<file path="src/rtl/bus_arbiter_pkg.sv">
// rtl/bus_arbiter_pkg.sv - shared constants, FSM encodings and helpers for bus_arbiter
package bus_arbiter_pkg;
  localparam int N_MASTERS        = 3;
  localparam int N_SLAVES         = 4;
  localparam int MIDX_W           = 2;
  localparam int MAX_HOLD_DEFAULT = 16;

  localparam logic [0:0] ST_IDLE = 1'b0;
  localparam logic [0:0] ST_OWN  = 1'b1;

  function automatic logic [MIDX_W-1:0] onehot_to_idx(input logic [N_MASTERS-1:0] oh);
    logic [MIDX_W-1:0] idx;
    idx = '0;
    for (int i = 0; i < N_MASTERS; i++) begin
      if (oh[i]) idx = MIDX_W'(i);
    end
    return idx;
  endfunction
endpackage

</file>
<file path="src/rtl/bus_arb_picker.sv">
// rtl/bus_arb_picker.sv - combinational rotating picker; ptr names the master searched first
module bus_arb_picker
  import bus_arbiter_pkg::*;
(
  input  logic [N_MASTERS-1:0] req,
  input  logic [MIDX_W-1:0]    ptr,
  output logic [N_MASTERS-1:0] winner
);

  logic [MIDX_W-1:0] cand;

  always_comb begin
    winner = '0;
    cand   = '0;
    for (int k = 0; k < N_MASTERS; k++) begin
      cand = MIDX_W'((int'(ptr) + k) % N_MASTERS);
      if (winner == '0 && req[cand]) winner[cand] = 1'b1;
    end
  end

endmodule

</file>
<file path="src/rtl/bus_arbiter.sv">
// rtl/bus_arbiter.sv - 3-master / 4-slave bus arbiter with hold limit and address decode
// BUS_ARB_ROUND_ROBIN_EN selects round-robin arbitration instead of fixed priority m0 > m1 > m2.
module bus_arbiter
  import bus_arbiter_pkg::*;
#(
  parameter int MAX_HOLD     = MAX_HOLD_DEFAULT,
  parameter int SLV_BASE_BIT = 28
) (
  input  logic         clk,
  input  logic         rst,
  input  logic [2:0]   m_req_in,
  input  logic [95:0]  m_addr_in,
  input  logic [95:0]  m_data_in,
  input  logic [2:0]   m_rw_in,
  output logic [2:0]   m_grant_out,
  output logic [31:0]  m_data_out,
  output logic [31:0]  s_addr_out,
  output logic [31:0]  s_data_out,
  output logic         s_rw_out,
  output logic [3:0]   s_sel_out,
  input  logic [127:0] s_data_in,
  output logic         hold_flag_out,
  output logic         dec_err_out
);

  localparam int HOLD_W = (MAX_HOLD > 2) ? $clog2(MAX_HOLD) : 1;
  localparam logic [HOLD_W-1:0] HOLD_LAST = HOLD_W'(MAX_HOLD - 1);

  logic [0:0]           state;
  logic [HOLD_W-1:0]    hold_cnt;
  logic                 first_own;
  logic [N_MASTERS-1:0] winner;
  logic [MIDX_W-1:0]    ptr;
  logic                 owner_req;
  logic                 others_req;
  logic [3:0]           slv_idx;
  logic                 slv_ok;

`ifdef BUS_ARB_ROUND_ROBIN_EN
  // Search starts just past the most recent winner.
  always_ff @(posedge clk) begin
    if (!rst) begin
      ptr <= '0;
    end else if (state == ST_IDLE && |m_req_in) begin
      ptr <= (onehot_to_idx(winner) == MIDX_W'(N_MASTERS - 1)) ? '0
                                                               : onehot_to_idx(winner) + 1'b1;
    end
  end
`else
  assign ptr = '0;
`endif

  bus_arb_picker u_picker (
    .req    (m_req_in),
    .ptr    (ptr),
    .winner (winner)
  );

  assign owner_req  = |(m_req_in & m_grant_out);
  assign others_req = |(m_req_in & ~m_grant_out);

  always_ff @(posedge clk) begin
    if (!rst) begin
      state       <= ST_IDLE;
      m_grant_out <= '0;
      hold_cnt    <= '0;
      first_own   <= 1'b0;
    end else begin
      first_own <= 1'b0;
      case (state)
        ST_IDLE: begin
          if (|m_req_in) begin
            state       <= ST_OWN;
            m_grant_out <= winner;
            hold_cnt    <= '0;
            first_own   <= 1'b1;
          end
        end
        default: begin
          // Release on owner drop or when contention has lasted MAX_HOLD cycles.
          if (!owner_req || (others_req && hold_cnt == HOLD_LAST)) begin
            state       <= ST_IDLE;
            m_grant_out <= '0;
            hold_cnt    <= '0;
          end else if (others_req) begin
            hold_cnt <= hold_cnt + 1'b1;
          end else begin
            hold_cnt <= '0;
          end
        end
      endcase
    end
  end

  always_comb begin
    s_addr_out = '0;
    s_data_out = '0;
    s_rw_out   = 1'b0;
    case (m_grant_out)
      3'b001: begin
        s_addr_out = m_addr_in[31:0];
        s_data_out = m_data_in[31:0];
        s_rw_out   = m_rw_in[0];
      end
      3'b010: begin
        s_addr_out = m_addr_in[63:32];
        s_data_out = m_data_in[63:32];
        s_rw_out   = m_rw_in[1];
      end
      3'b100: begin
        s_addr_out = m_addr_in[95:64];
        s_data_out = m_data_in[95:64];
        s_rw_out   = m_rw_in[2];
      end
      default: ;
    endcase
  end

  assign slv_idx = s_addr_out[SLV_BASE_BIT+3 -: 4];
  assign slv_ok  = (|m_grant_out) && (slv_idx < 4'(N_SLAVES));

  always_comb begin
    s_sel_out  = '0;
    m_data_out = '0;
    if (slv_ok) begin
      s_sel_out[slv_idx[1:0]] = 1'b1;
      case (slv_idx[1:0])
        2'd0:    m_data_out = s_data_in[31:0];
        2'd1:    m_data_out = s_data_in[63:32];
        2'd2:    m_data_out = s_data_in[95:64];
        default: m_data_out = s_data_in[127:96];
      endcase
    end
  end

  assign dec_err_out   = first_own & ~slv_ok;
  assign hold_flag_out = (m_req_in[1] | m_req_in[2]) & ~(m_grant_out[1] | m_grant_out[2]);

endmodule

</file>
<file path="config.mk">
export PLATFORM = sky130hd
export DESIGN_NAME = bus_arbiter
export DESIGN_NICKNAME = d
export VERILOG_FILES = /design/src/rtl/bus_arbiter_pkg.sv /design/src/rtl/bus_arb_picker.sv /design/src/rtl/bus_arbiter.sv
export SDC_FILE = /design/constraint.sdc
export NUM_CORES = 1
export LEC_CHECK = 0
export ABC_CLOCK_PERIOD_IN_PS = 1800
export CORE_AREA = 4 4 166 168
export DETAILED_ROUTE_END_ITERATION = 10
export DIE_AREA = 0 0 170 172
export GPL_ROUTABILITY_DRIVEN = 0
export GPL_TIMING_DRIVEN = 0
export PLACE_DENSITY = 0.56
export SYNTH_ARGS = -nofsm -noshare
export SYNTH_HDL_FRONTEND = slang
export SYNTH_SLANG_ARGS = --single-unit
</file>
<file path="constraint.sdc">
create_clock -name clk -period 1.8 [get_ports clk]
set_clock_uncertainty 0.05 [all_clocks]
set_input_delay 0.36 -clock clk [delete_from_list [all_inputs] [get_ports clk]]
set_output_delay 0.36 -clock clk [all_outputs]
set_load 0.01 [all_outputs]
</file>
Word-level counts from Yosys, hierarchy flattened

Index checks and enable logic that the tools add are counted.

Flip-flop bits (word level): 9
Input bits: 328
Output and inout port bits: 106
Word-level logic and storage cells: 63

Add/sub/neg operators: 1
Order comparisons: 3
Equal/unequal tests: 7
Muxes and demuxes: 21
Bitwise operators: 10
Reductions and logical operators: 17

Operators by type and width:

| cell                | count |
|---|---|
| $pmux 32 s3         | 3 |
| $mux 32             | 1 |
| $mux 4              | 5 |
| $mux 3              | 4 |
| $reduce_or 3->1     | 4 |
| $and 3x3->3         | 2 |
| $logic_not 3->1     | 2 |
| $logic_and 1x1->1   | 5 |
| $mux 1              | 5 |
| $add 4x1->4 const B | 1 |
| $eq 4x4->1 const B  | 1 |
| $lt 4x3->1 const B  | 1 |
| $eq 3x1->1 const B  | 1 |
| $eq 3x2->1 const B  | 1 |
| $eq 3x3->1 const B  | 1 |
| $lt 2x3->1 const B  | 1 |
| $not 1->1           | 3 |
| $not 3->3           | 1 |
| $pmux 1 s3          | 1 |
| $and 1x1->1         | 2 |
| $demux 1 s2         | 1 |
| $eq 2x1->1 const B  | 1 |
| $eq 2x2->1 const B  | 1 |
| $ge 2x1->1 const B  | 1 |
| 9 further kinds     | 10 |

Longest topological paths before layout

Depth in word-level cells: 9
Gate-level depth with buffers: 6
Gate-level depth less buffers: 5

By module

Synthesis repeated with hierarchy kept, for this count alone.

Cells, all modules: 450
Area total of the unflattened synthesis: 3049.2 um^2

Modules (own cells, without submodules):

| module         | times used | cells each | area an instance (um^2) | sequential area each (um^2) |
|---|---|---|---|---|
| bus_arbiter    | 1          | 408        | 2708.8                  | 180.2 |
| bus_arb_picker | 1          | 42         | 340.3                   | 0.0 |

Worst setup path before layout

OpenSTA, ideal clock, no wires.

Kind: flip-flop to output port
From: reg m_grant_out[2]
To: out m_data_out[10]
Data arrival time: 1.706 ns
Required time: 1.390 ns
Path slack: -0.316 ns
Stages on the path, launching flop included: 7
Buffers on the path: 2
Cell sequence: dfxtp_1 nor3b_2 buf_6 a221oi_4 o211ai_4 buf_6 o22ai_1

Longest elaborated chain between the ends: 5
Elaborated cells on any way between the ends: 12
Classes of those cells: order compare (1); eq/ne (5); mux (3); reduce/logical (3)

RTL lines:

| item                                             | line                                   | RTL |
|---|---|---|
| start: declaration                               | bus_arbiter.sv:15                      | `output logic [2:0] m_grant_out,` |
| start signal: assignment                         | bus_arbiter.sv:74                      | `m_grant_out <= winner;` |
| $eq 3x3->1, or another cell as far along         | bus_arbiter.sv:99                      | `case (m_grant_out)` |
| $pmux 32 s3                                      | bus_arbiter.sv:99                      |  |
| $lt 4x3->1, or another cell as far along         | bus_arbiter.sv:120                     | `assign slv_ok = (\|m_grant_out) && (slv_idx < 4'(N_SLAVES));` |
| $logic_and 1x1->1 or $pmux 32 s3 (tied branches) | bus_arbiter.sv:120, bus_arbiter.sv:127 |  |
| $mux 32 *                                        | bus_arbiter.sv:125                     | `if (slv_ok) begin` |
| end: declaration                                 | bus_arbiter.sv:16                      | `output logic [31:0] m_data_out,` |

Mark *: on every way between the ends. The rest lies on a longest branch, timed or not.

Worst setup path after layout

From: reg m_grant_out[0]
To: out m_data_out[7]

Same word-level chain as after synthesis.

==> flow_metrics.tcl <==
set metrics [dict create \
    fin_crit_sh_pct 143.7 \
    cts.sink_count 9 \
    period_needed_ns 2.587 \
    drcViolationCount 0 \
    rsz0062_at_grt "yes" \
    path_clk_slew_ns 0.04 \
    worst_slack_ns -0.7870 \
    root_buffer "clkbuf_16" \
    synth.most_common_cell "nand2_1" \
    coreArea_sq_mm 0.02591 \
    grt.overflow.total 0 \
    area_delta_synth_final_pct 249.9 \
    synth_edf_count 0 \
    synth.top_cell.area_share_pct 22.79 \
    ios 434 \
    cts_tree "yes" \
    violations "negative setup slack" \
    setup_violations 103 \
    antenna_left 0 \
    cts.path.max_buffers 2 \
    synthTopCellsByArea "mux2i_1, a22oi_1, o21ai_1" \
    tightest_slew_ns 0.5613 \
    vias 5432 \
    total_leakage_power_uw 0.004061 \
    routed_wl_um 24620 \
    cap_viol_max_count 0 \
    antenna_found_initial 5 \
    wire_per_inst_um 19.25 \
    start_util_pct 10.85 \
    critPathKind "flop to primary output" \
    synth_area_sq_mm 0.002811 \
    drive_gt1_share_pct 42.21 \
    syn_nets 741 \
    finalPower_uw 2904 \
    drt_iter0_markers 172 \
    grt_pass1_vias 5702 \
    drv_slew 0 \
    pwr_density_cell_mw_per_mm2 295.2 \
    synth_warnings 0 \
    hpwl_um 19150 \
    grt_pass1_wl_um 33180 \
    max_slew_margin_pct 62.27 \
    synth_seq_cells 9 \
    num_rows 59 \
    yosysUniqueCellTypes 40 \
    synth_top_cell_by_area "mux2i_1" \
    synth_ff_type "dfxtp_1" \
    port_buffers 432 \
    synth.yosys.seq_area_share_pct 6.409 \
    vias_per_cell 4.247 \
    synth_cells 412 \
    max_freq_mhz 386.6 \
    htreeDepth 1 \
    hold_class "flop to flop" \
    track_usage_pct 14.53 \
    finalHoldViolations 0 \
    crit_required_ns 1.39 \
    worstPathArrival_ns 2.18 \
    status "finished with violations" \
    ys_async_sr_fraction_pct 0 \
    final_cells 1279 \
    insertion_delay_ns 0.23 \
    dp.cells 1179 \
    nets 1273 \
    ir_worst_vdd_mv 0.2269 \
    synth_common_cells "nand2_1, o21ai_1, mux2i_1" \
    cts_hold_buf 0 \
    grt_max_degree 11 \
    place_ws_ns -1.432 \
    die_area_sq_mm 0.02924 \
    worstPathMaxFanout 8 \
    cts_made_buffers 3 \
    fp.dieH_um 172 \
    drtPass1Iterations 4 \
    die_w_um 170 \
    worst_setup_path_start_kind "flop" \
    postPlaceCellArea_sq_mm 0.007878 \
    cp-end-kind "primary output" \
    synth_area_per_cell_sq_um 6.824 \
    fin_area_sq_mm 0.009838 \
]
-- registers in the layout (all words and copies together), names as in the netlist --
signal       flops
hold_cnt         4
state            1
first_own        1
m_grant_out      3
-- worst max-delay path, cell delays in order (launching register included) --
cell and delay (ns):
dfxtp_4 0.37, buf_4 0.14, nor4bb_4 0.34, a221oi_4 0.07, buf_12 0.16, buf_12 0.14
buf_6 0.13, buf_16 0.13, mux2i_2 0.20, o22ai_2 0.11, buf_2 0.15
-- layout by cell type, fill, tap and decap left out, types with 4 or more instances in the layout --
| cell | synthesis | layout |
|---|---|---|
| mux2i_1 | 64 | 42 |
| mux2i_4 | 0 | 8 |
| buf_16 | 0 | 4 |
| nand3b_1 | 4 | 4 |
| clkbuf_2 | 0 | 5 |
| dlygate4sd2_1 | 0 | 6 |
| nand3_1 | 5 | 5 |
| o22ai_4 | 0 | 12 |
| dfxtp_1 | 9 | 6 |
| clkbuf_16 | 0 | 15 |
| o22ai_2 | 1 | 17 |
| clkdlybuf4s50_1 | 0 | 320 |
| clkbuf_8 | 0 | 4 |
| a22oi_2 | 0 | 62 |
| nand2_1 | 69 | 69 |
| nor2b_1 | 10 | 6 |
| buf_8 | 0 | 18 |
| mux2i_2 | 0 | 14 |
| nor2_1 | 8 | 4 |
| o21ai_1 | 65 | 55 |
| o21ai_2 | 0 | 10 |
| buf_4 | 1 | 27 |
| dlymetal6s2s_1 | 0 | 4 |
| buf_12 | 0 | 17 |
| buf_2 | 9 | 80 |
| buf_6 | 7 | 70 |
-- per-stage QoR --
stage               utilization (%)  hold WS [ns]  setup TNS, ns
finish                        37.97        0.4306         -58.23
global route                  37.97        0.4481         -67.78
CTS                           35.68        0.4325         -53.56
detailed placement            30.40        0.4267        -116.43
global placement              30.40        0.4207        -110.75
floorplan                         -        0.4061         -7.935
-- cell type report --
| class | instances | area, sq um |
|---|---|---|
| sequential | 9 | 191.4 |
| timing repair buffer | 530 | 5165 |
| antenna | 1 | 2.502 |
| tap | 335 | 419.2 |
| inverter | 4 | 17.52 |
| multi-input combinational | 354 | 3301 |
| clock buffer | 4 | 78.83 |
| fill | 2625 | 16070 |
| buffer | 42 | 663.1 |
-- worst paths after layout --
| check | start | to | slack, ns | cells after the start |
|---|---|---|---|---|
| min | hold_cnt[0] | hold_cnt[0] | 0.43 | 2 |
| min reg2reg | hold_cnt[0] | hold_cnt[0] | 0.43 | 2 |
| max reg2reg | m_grant_out[0] | m_grant_out[0] | 0.09 | 7 |
| max | m_grant_out[0] | m_data_out[7] | -0.79 | 10 |
-- repair_timing --
action,CTS,global route
buffers inserted,64,27
cloned,10,5
gates resized for setup,645,113
pin swaps,43,47
hold endpoints to repair,0,0
endpoints found under the setup margin,109,109
-- kinds of logic (layout without fill, tap and decap cells) --
kind of cell	after synthesis	count (layout)	share of synthesized area, %
other cells	0	1	0
mux	64	64	22.79
simple gates	114	114	19.72
fa+ha+maj	1	1	0.4450
compound gates	175	175	41.70
flops	9	9	6.408
buf+inv	49	580	8.946
-- power by group --
part	leakage [uW]	internal, uW	total, uW	switching (uW)
combinational	0.00395	1440	2300	856
clock	0.0000382	296	388	92.7
sequential	0.0000757	206	216	10.1
total	0.00406	1950	2900	959
-- metal layers --
metal  GRT usage [%]  routed length, um  part of all wire (%)
met4           2.500                344                   1.4
met2           27.03              12840                    52
met3           4.001               2144                   8.7
met5               0                 44                  0.18
met1           16.88               9245                    38
No activity file was read; power rests on OpenSTA's default activity.
